$ cat config.mk
export PLATFORM = sky130hd
export DESIGN_NAME = writeback_stage
export DESIGN_NICKNAME = d
export VERILOG_FILES = /design/src/rtl/wb_pkg.sv /design/src/rtl/load_extract.sv /design/src/rtl/writeback_stage.sv
export SDC_FILE = /design/constraint.sdc
export NUM_CORES = 1
export LEC_CHECK = 0
export BUFFER_PORTS_ARGS = -buffer_cell sky130_fd_sc_hd__buf_2
export CAP_MARGIN = 20
export CORE_UTILIZATION = 50
export DETAILED_ROUTE_END_ITERATION = 16
export PLACE_DENSITY_LB_ADDON = 0.08
export REMOVE_ABC_BUFFERS = 1
export SYNTH_ARGS = -nofsm -noshare
export SYNTH_HDL_FRONTEND = slang
export SYNTH_SLANG_ARGS = --single-unit
$ cat constraint.sdc
create_clock -name clk -period 2.8 [get_ports clk]
set_input_delay 0.42 -clock clk [delete_from_list [all_inputs] [get_ports clk]]
set_output_delay 0.42 -clock clk [all_outputs]
set_load 0.03 [all_outputs]
$ cat src/rtl/wb_pkg.sv
// ============================================================================
// Module : wb_pkg
// Brief  : Shared types for the writeback stage (width, load funct3, states).
// Rev    : 1.0
// ============================================================================
`default_nettype none

package wb_pkg;

    localparam int XLEN = 64;

    typedef enum logic [2:0] {
        F3_LB  = 3'b000,
        F3_LH  = 3'b001,
        F3_LW  = 3'b010,
        F3_LD  = 3'b011,
        F3_LBU = 3'b100,
        F3_LHU = 3'b101,
        F3_LWU = 3'b110
    } load_f3_e;

    typedef enum logic [0:0] {
        IDLE     = 1'b0,
        WAIT_MEM = 1'b1
    } wb_state_e;

endpackage

`default_nettype wire

$ cat src/rtl/load_extract.sv
// ============================================================================
// Module : load_extract
// Brief  : Combinational load alignment, sign/zero extension and fault check.
// Rev    : 1.0
// ============================================================================
`default_nettype none

module load_extract
    import wb_pkg::*;
(
    input  logic [2:0]      i_funct3,
    input  logic [2:0]      i_addr_lo,
    input  logic [XLEN-1:0] i_rdata,
    output logic [XLEN-1:0] o_value,
    output logic            o_fault
);

    logic [XLEN-1:0] w_field;

    assign w_field = i_rdata >> {i_addr_lo, 3'b000};

    always_comb begin
        o_value = '0;
        o_fault = 1'b0;
        case (i_funct3)
            F3_LB:  o_value = {{56{w_field[7]}}, w_field[7:0]};
            F3_LH: begin
                o_value = {{48{w_field[15]}}, w_field[15:0]};
                o_fault = i_addr_lo[0];
            end
            F3_LW: begin
                o_value = {{32{w_field[31]}}, w_field[31:0]};
                o_fault = |i_addr_lo[1:0];
            end
            F3_LD: begin
                o_value = w_field;
                o_fault = |i_addr_lo;
            end
            F3_LBU: o_value = {56'd0, w_field[7:0]};
            F3_LHU: begin
                o_value = {48'd0, w_field[15:0]};
                o_fault = i_addr_lo[0];
            end
            F3_LWU: begin
                o_value = {32'd0, w_field[31:0]};
                o_fault = |i_addr_lo[1:0];
            end
            default: o_fault = 1'b1;
        endcase
    end

endmodule

`default_nettype wire

$ cat src/rtl/writeback_stage.sv
// ============================================================================
// Module : writeback_stage
// Brief  : Final pipeline stage driving the register-file write port; waits
//          for load data, extracts it and suppresses zero-reg/faulting writes.
//          Optional bypass/pending-load outputs under `WB_BYPASS_EN.
// Rev    : 1.0
// ============================================================================
`default_nettype none

module writeback_stage #(
    parameter int         XLEN     = 64,
    parameter logic [4:0] ZERO_REG = 5'd0
) (
    input  logic            clk,
    input  logic            rst_n,
    input  logic            flush,
    input  logic            in_valid,
    output logic            in_ready,
    input  logic [4:0]      in_rd,
    input  logic            in_reg_write,
    input  logic            in_is_load,
    input  logic [2:0]      in_funct3,
    input  logic [2:0]      in_addr_lo,
    input  logic [XLEN-1:0] in_alu_result,
    input  logic            mem_rvalid,
    input  logic [XLEN-1:0] mem_rdata,
`ifdef WB_BYPASS_EN
    output logic            fwd_valid,
    output logic [4:0]      fwd_rd,
    output logic [XLEN-1:0] fwd_data,
    output logic            pend_valid,
    output logic [4:0]      pend_rd,
`endif
    output logic [4:0]      wa3,
    output logic            we3,
    output logic [XLEN-1:0] wd3,
    output logic            wb_fault
);

    import wb_pkg::*;

    wb_state_e       r_state;
    wb_state_e       w_state_nxt;
    logic [4:0]      r_rd;
    logic [2:0]      r_funct3;
    logic [2:0]      r_addr_lo;
    logic            r_reg_write;
    logic [4:0]      r_wa3;
    logic            r_we3;
    logic [XLEN-1:0] r_wd3;
    logic            r_fault;

    logic            w_xfer;
    logic            w_ld_done;
    logic [XLEN-1:0] w_ld_value;
    logic            w_ld_fault;

    assign in_ready  = (r_state == IDLE);
    assign w_xfer    = in_valid && in_ready && !flush;
    // flush beats a same-cycle response: the load is dropped without a write
    assign w_ld_done = (r_state == WAIT_MEM) && mem_rvalid && !flush;

    load_extract u_load_extract (
        .i_funct3  (r_funct3),
        .i_addr_lo (r_addr_lo),
        .i_rdata   (mem_rdata),
        .o_value   (w_ld_value),
        .o_fault   (w_ld_fault)
    );

    always_ff @(posedge clk or negedge rst_n) begin
        if (!rst_n) begin
            r_state <= IDLE;
        end else begin
            r_state <= w_state_nxt;
        end
    end

    always_comb begin
        w_state_nxt = r_state;
        case (r_state)
            IDLE:     if (w_xfer && in_is_load)   w_state_nxt = WAIT_MEM;
            WAIT_MEM: if (flush || mem_rvalid)    w_state_nxt = IDLE;
            default:                              w_state_nxt = IDLE;
        endcase
    end

    always_ff @(posedge clk or negedge rst_n) begin
        if (!rst_n) begin
            r_rd        <= '0;
            r_funct3    <= '0;
            r_addr_lo   <= '0;
            r_reg_write <= 1'b0;
        end else if (w_xfer && in_is_load) begin
            r_rd        <= in_rd;
            r_funct3    <= in_funct3;
            r_addr_lo   <= in_addr_lo;
            r_reg_write <= in_reg_write;
        end
    end

    always_ff @(posedge clk or negedge rst_n) begin
        if (!rst_n) begin
            r_wa3   <= '0;
            r_we3   <= 1'b0;
            r_wd3   <= '0;
            r_fault <= 1'b0;
        end else begin
            r_we3   <= 1'b0;
            r_fault <= 1'b0;
            if (w_xfer && !in_is_load) begin
                r_we3 <= in_reg_write && (in_rd != ZERO_REG);
                r_wa3 <= in_rd;
                r_wd3 <= in_alu_result;
            end else if (w_ld_done) begin
                r_we3   <= !w_ld_fault && r_reg_write && (r_rd != ZERO_REG);
                r_wa3   <= r_rd;
                r_wd3   <= w_ld_value;
                r_fault <= w_ld_fault;
            end
        end
    end

    assign wa3      = r_wa3;
    assign we3      = r_we3;
    assign wd3      = r_wd3;
    assign wb_fault = r_fault;

`ifdef WB_BYPASS_EN
    assign fwd_valid  = r_we3;
    assign fwd_rd     = r_wa3;
    assign fwd_data   = r_wd3;
    assign pend_valid = (r_state == WAIT_MEM);
    assign pend_rd    = r_rd;
`endif

endmodule

`default_nettype wire

---- Word-level counts from Yosys, hierarchy flattened ----
Index checks and enable logic that the tools add are counted.
storage, ports and cells
  word-level logic and storage cells ...... 52
  output and inout port bits .............. 72
  register bits after elaboration ......... 84
cells by class
  shift-type cells ........................ 1
  equality and inequality tests ........... 6
  multiplexer cells ....................... 13
  reductions and logical operators ........ 22
  bitwise gates (word level) .............. 1
operator list
  operator            number
  $pmux 64 s7         1
  $mux 64             2
  $shr 64x6->64       1
  $mux 5              2
  $reduce_bool 5->1   2
  $eq 3x3->1 const B  3
  $logic_and 1x1->1   9
  $reduce_or 2->1     4
  $eq 3x2->1 const B  2
  $mux 1              6
  $pmux 1 s4          1
  $eq 3x1->1 const B  1
  $logic_not 1->1     3
  $logic_not 3->1     1
  $reduce_or 3->1     1
  $pmux 1 s2          1
  $reduce_bool 2->1   1
  $logic_or 1x1->1    1
  $not 1->1           1

---- Longest topological paths before layout ----
Gate-level depths: netlist of the first run.
  depth after elaboration ................. 8
  mapped depth ............................ 8

---- By module ----
From an unflattened synthesis of the first run, not the netlist that was laid out.
second synthesis, totals
  cells, all modules ...................... 724
  area total of the unflattened synthesis .. 6,433.7 um^2
modules (own cells, without submodules)
  module           seq. area each (um^2)  area an instance (um^2)  instances  cells an instance
  writeback_stage  2,102.0                3,753.6                  1          420
  load_extract     0.0                    2,680.1                  1          304

---- Worst setup path after synthesis of the first run ----
Ideal clock, no wire load.
  kind .................................... register to register
  start ................................... register r_addr_lo[0]
  end ..................................... register r_wd3[47] (netlist: wd3[47])
  stages on the path, launching flop included .. 8
  arrival ................................. 2.125 ns
  setup time .............................. 0.126 ns
  path buffers ............................ 2
  setup slack ............................. 0.549 ns
  cell sequence ........................... dfrtp_1 -> buf_6 -> mux2_4 -> mux4_2 -> a32oi_4 -> buf_6 -> a31oi_1 -> a221o_1
on the way
  cells in the longest elaborated chain, start to end .. 4
RTL lines
  item                    line                    source
  start, declared         writeback_stage.sv:46   logic [2:0] r_addr_lo;
  start signal, assigned  writeback_stage.sv:97   r_addr_lo <= in_addr_lo;
  $shr 64x6->64           load_extract.sv:20      assign w_field = i_rdata >> {i_addr_lo, 3'b000};
  $pmux 64 s7             load_extract.sv:25      case (i_funct3)
  $mux 64                 writeback_stage.sv:115  end else if (w_ld_done) begin
  $mux 64                 writeback_stage.sv:111  if (w_xfer && !in_is_load) begin
  end signal, assigned    writeback_stage.sv:114  r_wd3 <= in_alu_result;
  end signal, assigned    writeback_stage.sv:118  r_wd3 <= w_ld_value;
  end, declared           writeback_stage.sv:50   logic [XLEN-1:0] r_wd3;
Every way passes these cells. The select of a mux whose other input is x is not followed.
A chain may end at the register's enable or synchronous reset.

---- Final worst setup path of the first run ----
  start ................................... register r_addr_lo[0]
  end ..................................... register r_wd3[27] (netlist: wd3[27])
Same word-level chain as after synthesis.

==> flow_summary.yaml, run 1 <==
layout:
  finalNetCount: 899
  insertedDiodeCount: 0
  syn_to_final_growth_pct: 28.15
  fin_area_mm2: 0.007047
  drive_above_1_share: 0.4229
sta:
  holdWs_ps: 28.55
  worst_slack_ps: 290.6
  drv_slew: 0
  relSlewSlack: 0.2160
  hold_viol_final: 0
  fin_crit_ps: 2509
  finalSetupTns_ps: 0
  max_freq_ghz: 0.3985
  rsz0062_at_grt: "no"
  fin_crit_sh: 0.8962
  fin_skew_ps: 13.82
  tightest_slew_ps: 1167
  setup_viol: 0
yosys:
  synth_top_area_frac: 0.3823
  yosysWarnings: 0
  syn_inst: 539
  synth-seq-cells: 84
  asyncSetResetFlopFracSynth: 1.000
  yosys_most_used_dff: "dfrtp_1"
  synth-edff-count: 0
  synth_top_area_cell: "dfrtp_1"
  syn_area_mm2: 0.005499
  synth_most_common_cell: "dfrtp_1"
  yosys-top-cells-area: "dfrtp_1 (38%), mux4_2 (9.0%), a22oi_1 (7.0%), nand2_1 (4.9%), mux2_2 (4.9%)"
  synthTopCellsByCount: "dfrtp_1 (84), nand2_1 (72), a22oi_1 (51)"
  syn_area_per_cell_um2: 10.20
  yosysUniqueCellTypes: 53
  yosysSeqAreaShare: 0.3823
floorplanning:
  start_util: 0.5233
  ios: 218
  die_w_um: 106.9
  core-area_mm2: 0.01051
  design.die.area_mm2: 0.01142
  die_y_um: 106.9
  rows: 37
placement:
  dp_hpwl_mm: 13.52
  gp_congestion: 0.9032
  pre_cts_slack_ps: 314.1
  place_area_mm2: 0.006847
  port_buffers: 217
route:
  ant_nets: 0
  wl_per_cell_um: 20.75
  dr.pass1.iters: 6
  vias: 5628
  totalWireLength_mm: 18.42
  viasPerCell: 6.338
  remaining_drc_errors: 0
  drt_iter0_markers: 504
grt:
  grtUsageTotal: 0.3283
  grt_max_degree: 71
  antenna_found_initial: 0
  overflow: 0
  grt_first_pass_wirelength_mm: 28.79
  grt_pass1_vias: 5644
worst_hold_path:
  hp-class: "input pin to async pin"
run:
  cap_violations: 0
worst_setup_path:
  required_ps: 3090
  critPathLaunchType: "register"
  worstPathMaxFanout: 39
  crit_buf_inv: 1
  endpoint_kind: "register"
  r2r_start: "r_addr_lo[0]"
  critical_path.top_delay_family: "simple AND/OR/NAND/NOR gates"
  crit_type: "register to register"
  cp-startpoint: "r_addr_lo[0]"
  cp_slowest_cell: "nor3_1"
  max_stage_delay_ps: 950
  cp_data_arrival_time_ps: 2800
  crit_chain: "buf_4 > nor3_1 > a2bb2oi_1 > o211ai_1"
pwr:
  worst_ir_drop_vdd_v: 0.0003901
  power_frac_clock: 0.189
  internal_power_mw: 2.793
  p_leak_nw: 3.285
  p_sw_frac: 0.4212
  pwr-share-comb: 0.470
  total_power_mw: 4.825
  p_seq_frac: 0.342
  power_density_mw_per_mm2: 684.7
  p_switching_mw: 2.032
clock_network:
  cts_buffers: 9
  clk_latency_ps: 370
  htreeDepth: 3
  cts_resized: 0
  holdBufCountCts: 0
  cts_tree: "done"
  clkSinkCount: 84
  cts_setup_buffers: 0
  ctsLongestPathBuffers: 2
  root_buffer: "clkbuf_8"
  clk_pin_slew_worst_paths_ps: 100
status:
  status: "finished clean"
[power by group through the flow]
stage	Combinational, mW	Clock, mW	Sequential [mW]
after global placement	2.21	0	1.66
after detailed placement	2.25	0	1.66
after CTS	2.26	0.921	1.64
after global routing	2.42	0.971	1.68
final	2.27	0.911	1.65
after floorplan	0.997	0	2.14
[registers in the layout, indices dropped and copies added, names as in the netlist]
signal       flops
wb_fault         1
wa3              5
wd3             64
r_funct3         3
r_rd             5
r_state          1
we3              1
r_reg_write      1
r_addr_lo        3
[path summary, 6_finish.rpt]
kind | cells after the start | slack, ps | to
worst max-delay path | 4 | 290 | wd3[27]
worst min-delay path | 1 | 30 | wd3[43]
worst max register to register | 4 | 290 | wd3[27]
worst min register to register | 2 | 480 | wa3[2]
max in group asynchronous | 2 | 2120 | r_addr_lo[1]
min in group clk | 3 | 250 | r_addr_lo[1]
[layout by cell type, fill, tap and decap left out, drive strengths merged, types with 2 or more instances in the layout]
cell     count
and2         2
nand2b       2
a221o       17
a32oi       11
a211oi      14
a31oi       16
mux2        26
a2bb2oi     11
nor3         4
inv          6
nand3        8
and3        11
a22o         8
mux4        22
o21a         2
a22oi       51
ha           6
clkinv       3
nor2b       12
clkbuf      10
buf        244
a21oi       17
mux2i       19
nand2       72
nor2        12
or4          2
o21ai       16
dfrtp       84
o211ai      25
[cell families (layout without fill, tap and decap cells)]
logic type	count (synthesis)	in the layout	synth area share
compound gates	194	194	0.2648
simple gates	136	136	0.1195
flops	84	84	0.3823
mux	67	67	0.1793
buf+inv	52	265	0.04050
fa+ha+maj	6	6	0.01365
[worst reg2reg max path, cell delays in order (launching register included)]
cell,delay [ps]
dfrtp_4,580
buf_4,330
nor3_1,970
a2bb2oi_1,310
o211ai_1,250
[area by class of cell]
cell class,instances,area [um^2]
sequential,84,2107
clock buffer,10,127.6
inverter,5,18.77
fill,886,3462
multi-input combinational,403,3222
tap,136,170.2
timing repair buffer,244,1329
clock inverter,6,72.57
[per-layer routing]
metal  vias up  global-route usage  share of wire
li1       2541                   -              -
met1      2722              0.4431           0.41
met2       326              0.5240           0.47
met3        39             0.05714          0.093
met4         0              0.1350          0.024
met5         -                   0              0
[metrics by stage]
stage                     utilization  instances
after floorplan                     -        492
after global placement         0.6515        872
after detailed placement       0.6515        872
after CTS                      0.6706        888
after global routing           0.6706        888
final                          0.6706        888
Power figures use the tool's default switching activity.
==> run 2, diff against run 1 <==
--- a/config.mk
+++ b/config.mk
@@ -5,7 +5,7 @@
 export SDC_FILE = /design/constraint.sdc
 export NUM_CORES = 1
 export LEC_CHECK = 0
-export BUFFER_PORTS_ARGS = -buffer_cell sky130_fd_sc_hd__buf_2
+export BUFFER_PORTS_ARGS = -buffer_cell sky130_fd_sc_hd__clkbuf_2
 export CAP_MARGIN = 20
 export CORE_UTILIZATION = 50
 export DETAILED_ROUTE_END_ITERATION = 16
==> flow_summary.yaml, run 2 (synthesis results as in run 1) <==
status:
  status: "finished clean"
pwr:
  worst_ir_drop_vdd_v: 0.0003585
  power_frac_clock: 0.168
  p_leak_nw: 3.293
  p_switching_mw: 2.032
  power_density_mw_per_mm2: 674.2
  p_sw_frac: 0.4283
  p_seq_frac: 0.350
  pwr-share-comb: 0.482
  internal_power_mw: 2.712
worst_setup_path:
  crit_type: "register to register"
  critPathLaunchType: "register"
  r2r_end: "wd3[29]"
  r2r_start: "r_addr_lo[2]"
  worstPathMaxFanout: 10
  required_ps: 3080
  endpoint_kind: "register"
  r2r_slack_ps: 200
  cp_data_arrival_time_ps: 2880
  cp_slowest_cell: "nor3_1"
  crit_chain: "buf_4 > inv_2 > nor3_1 > a2bb2oi_1 > o211ai_1"
  max_stage_delay_ps: 1010
  rr_worst_depth: 5
route:
  wl_per_cell_um: 21.10
  totalWireLength_mm: 18.78
  viasPerCell: 6.419
  ant_nets: 0
  dr.pass1.iters: 5
  vias: 5713
  drt_iter0_markers: 547
  remaining_drc_errors: 0
layout:
  finalNetCount: 902
  largest_reg_flops: 64
  fin_area_mm2: 0.007037
  syn_to_final_growth_pct: 27.96
  final_cell_mix: "clkbuf_2 (216), dfrtp_1 (82), nand2_1 (72)"
  layout_commonest_cell: "clkbuf_2"
  insertedDiodeCount: 0
  fillers: 884
  drive_above_1_share: 0.4244
grt:
  grtUsageTotal: 0.3344
  grt_max_degree: 46
  overflow: 0
  antenna_found_initial: 0
  grt_pass1_vias: 5686
  grt_first_pass_wirelength_mm: 29.13
floorplanning:
  core-area_mm2: 0.01051
  ios: 218
  die_w_um: 106.9
  design.die.area_mm2: 0.01142
  rows: 37
  start_util: 0.5233
  die_y_um: 106.9
placement:
  dp_hpwl_mm: 13.88
  place_area_mm2: 0.006869
  gp_congestion: 0.8983
  port_buffers: 217
clock_network:
  cts_tree: "done"
  holdBufCountCts: 0
  clk_latency_ps: 370
  htreeDepth: 3
  ctsLongestPathBuffers: 2
  clkSinkCount: 84
  cts_setup_buffers: 0
  root_buffer: "clkbuf_8"
  cts_buffers: 9
  cts_resized: 0
  clk_pin_slew_worst_paths_ps: 90
worst_hold_path:
  hp-class: "input pin to async pin"
sta:
  relSlewSlack: 0.1587
  max_freq_ghz: 0.3849
  tightest_slew_ps: 1252
  fin_crit_ps: 2598
  drv_slew: 0
  fin_crit_sh: 0.9280
  rsz0062_at_grt: "no"
  hold_viol_final: 0
  holdWs_ps: 0.1301
  fin_skew_ps: 12.80
  setup_viol: 0
run:
  cap_violations: 0
==> run 2: changes by cell type in the layout (fill, tap and decap cells not counted), sizes merged <==
| cell | previous run | this run |
|---|---|---|
| clkbuf | 10 | 227 |
| buf | 244 | 31 |
| bufinv | 1 | 0 |
| inv | 6 | 4 |
| clkinv | 3 | 4 |
==> run 2: area by class of cell <==
class / instances / area (um^2) / share of cell area
Multi-Input combinational cell: 403 / 3222 / 0.4579
Sequential cell: 84 / 2107 / 0.2994
Timing Repair Buffer: 247 / 1351 / 0.1920
Tap cell: 136 / 170.2 / 0.02418
Clock buffer: 11 / 141.4 / 0.02009
Clock inverter: 4 / 26.28 / 0.003734
Inverter: 5 / 18.77 / 0.002667
==> run 2: through the flow <==
step                setup slack (ps)  setup TNS (ps)  power, mW  cells  utilization
floorplan                      -3978         -259460      3.142    492            -
global placement               417.9               0      3.883    875       0.6536
detailed placement             305.7               0      3.930    875       0.6536
CTS                            306.9               0      4.724    890       0.6696
global route                   51.64               0      4.976    890       0.6696
finish                         201.6               0      4.744    890       0.6696
==> run 2: critical path, delay by kind of cell, from the launching register on <==
family	cells	cell delay (ps)
compound gates	2	580
buf+inv	2	360
simple gates	1	1010
flops	1	560
==> run 2: metal layers <==
layer | routed length [um] | up-vias | share of wire | global-route usage
met5 | 0 | - | 0 | 0
met4 | 598 | 0 | 0.032 | 0.1536
met3 | 1768 | 55 | 0.094 | 0.06687
met2 | 8536 | 364 | 0.45 | 0.5143
met1 | 7876 | 2750 | 0.42 | 0.4562
li1 | - | 2544 | - | -
==> run 2: worst max path at each step <==
stage / startpoint / end / depth (start not counted)
after global placement: r_addr_lo[0] / wd3[55] / 8
after floorplan: flush / wd3[35] / 5
after detailed placement: r_addr_lo[0] / wd3[20] / 6
after CTS: r_addr_lo[0] / wd3[20] / 6
final: r_addr_lo[2] / wd3[29] / 5
after global routing: r_addr_lo[0] / wd3[25] / 6
==> run 2: power groups by stage <==
stage | combinational (mW) | clock (mW) | sequential (mW)
after detailed placement | 2.26 | 0 | 1.67
after global routing | 2.43 | 0.856 | 1.69
final | 2.29 | 0.798 | 1.66
after global placement | 2.21 | 0 | 1.67
after CTS | 2.26 | 0.804 | 1.66
after floorplan | 0.997 | 0 | 2.14
==> run 3, diff against run 2 <==
==> constraint.sdc (replaced) <==
create_clock -name clk -period 2.8 [get_ports clk]
set_input_delay 0.14 -clock clk [delete_from_list [all_inputs] [get_ports clk]]
set_output_delay 0.14 -clock clk [all_outputs]
set_load 0.03 [all_outputs]
==> flow_summary.yaml, run 3 (synthesis results as in run 1) <==
status:
  status: "finished with violations"
  violations: "negative hold slack"
clock_network:
  ctsLongestPathBuffers: 2
  clk_pin_slew_worst_paths_ps: 110
  cts_buffers: 9
  htreeDepth: 3
  cts_resized: 0
  root_buffer: "clkbuf_8"
  clkSinkCount: 84
  cts_tree: "done"
  clk_latency_ps: 380
route:
  dr.pass1.iters: 5
  totalWireLength_mm: 18.84
  wl_per_cell_um: 20.98
  viasPerCell: 6.424
  vias: 5769
  ant_nets: 0
  drt_iter0_markers: 422
  remaining_drc_errors: 0
grt:
  overflow: 0
  grt_pass1_vias: 5623
  grtUsageTotal: 0.3362
  grt_max_degree: 62
  grt_first_pass_wirelength_mm: 29.33
  antenna_found_initial: 0
layout:
  finalNetCount: 909
  final_cell_mix: "clkbuf_2 (217), dfrtp_1 (82), nand2_1 (72)"
  layout_commonest_cell: "clkbuf_2"
  drive_above_1_share: 0.4239
  fillers: 850
  syn_to_final_growth_pct: 29.69
  largest_reg_flops: 64
  stdcell_count: 898
  insertedDiodeCount: 0
pwr:
  power_frac_clock: 0.204
  total_power_mw: 4.974
  pwr-share-comb: 0.465
  p_switching_mw: 2.088
  p_sw_frac: 0.4199
  power_density_mw_per_mm2: 697.4
  worst_ir_drop_vdd_v: 0.0004091
  p_seq_frac: 0.331
  p_leak_nw: 3.335
  internal_power_mw: 2.885
worst_setup_path:
  rr_worst_depth: 5
  worstPathMaxFanout: 15
  cp_data_arrival_time_ps: 2660
  endpoint_kind: "register"
  required_ps: 3010
  crit_type: "register to register"
  critPathLaunchType: "register"
worst_hold_path:
  hp-class: "input pin to register"
  hold_depth: 2
sta:
  holdWs_ps: -7.752
  worst_slack_ps: 351.7
  rsz0062_at_grt: "no"
  fin_crit_sh: 0.8744
  hold_viol_final: 4
  drv_slew: 0
  tightest_slew_ps: 876.8
  setup_viol: 0
  relSlewSlack: 0.4146
  fin_skew_ps: 15.34
  fin_crit_ps: 2448
  max_freq_ghz: 0.4084
floorplanning:
  start_util: 0.5233
  die_y_um: 106.9
  die_w_um: 106.9
  core-area_mm2: 0.01051
  design.die.area_mm2: 0.01142
  rows: 37
  ios: 218
placement:
  port_buffers: 217
  pre_cts_slack_ps: 391.6
  gp_congestion: 0.9263
  dp_hpwl_mm: 13.84
  dpl.cell_count: 875
run:
  cap_violations: 0
[run 3: changes by cell type in the layout (fill, tap and decap cells not counted), sizes merged]
| cell | previous run | this run |
|---|---|---|
| bufinv | 0 | 2 |
| clkinv | 4 | 3 |
| inv | 4 | 6 |
| dlygate4sd3 | 0 | 6 |
| clkbuf | 227 | 226 |
[run 3: per-stage QoR]
step                      hold WS (ps)  instance area (um^2)    util  TNS (ps)
after floorplan                 -155.6                  5295       -   -255980
after global placement           268.6                  6844  0.6513         0
after detailed placement         266.2                  6844  0.6513         0
after CTS                      0.04655                  7127  0.6782         0
after global routing             5.278                  7132  0.6787         0
final                           -7.752                  7132  0.6787         0
[run 3: timing repair]
action,CTS,global route
buffers inserted,0,0
hold endpoints to repair,64,0
hold buffers,6,0
setup endpoints to repair,0,0
[run 3: final timing paths]
| check | to | slack, ps | from |
|---|---|---|---|
| worst max-delay path | wd3[22] | 350 | r_addr_lo[0] |
| worst min-delay path | wd3[47] | -8 | in_alu_result[47] |
| worst max register to register | wd3[22] | 350 | r_addr_lo[0] |
| worst min register to register | wa3[2] | 500 | wa3[2] |
| max in group asynchronous | wd3[34] | 1720 | rst_n |
| min in group asynchronous | wd3[59] | 380 | rst_n |
[run 3: routing by layer]
layer	routed length (um)	part of all wire	up-vias	track usage
met1	7671	0.41	2804	0.4511
met4	475	0.025	0	0.1213
met2	8795	0.47	362	0.5304
li1	-	-	2556	-
met5	0	0	-	0
met3	1898	0.10	47	0.08146
[run 3: final cells by class]
cell class	instances	area [um^2]	share of cell area
inverter	5	18.77	0.002632
multi-input combinational	403	3222	0.4518
tap	136	170.2	0.02386
clock buffer	9	123.9	0.01737
sequential	84	2107	0.2954
clock inverter	7	98.84	0.01386
timing repair buffer	254	1391	0.1951
[run 3: power groups by stage]
stage	Clock [mW]	Combinational (mW)	Sequential (mW)
6_report	1.01	2.31	1.65
3_3_place_gp	0	2.22	1.65
4_1_cts	1.02	2.29	1.64
5_1_grt	1.07	2.46	1.67
3_5_place_dp	0	2.27	1.66
2_1_floorplan	0	0.997	2.14
[run 3: critical path, cell delays in order, from the launching register on]
cell      delay, ps
dfrtp_4         550
mux2_4          330
mux4_2          560
a32oi_4         220
or2b_1          450
o211ai_1        180
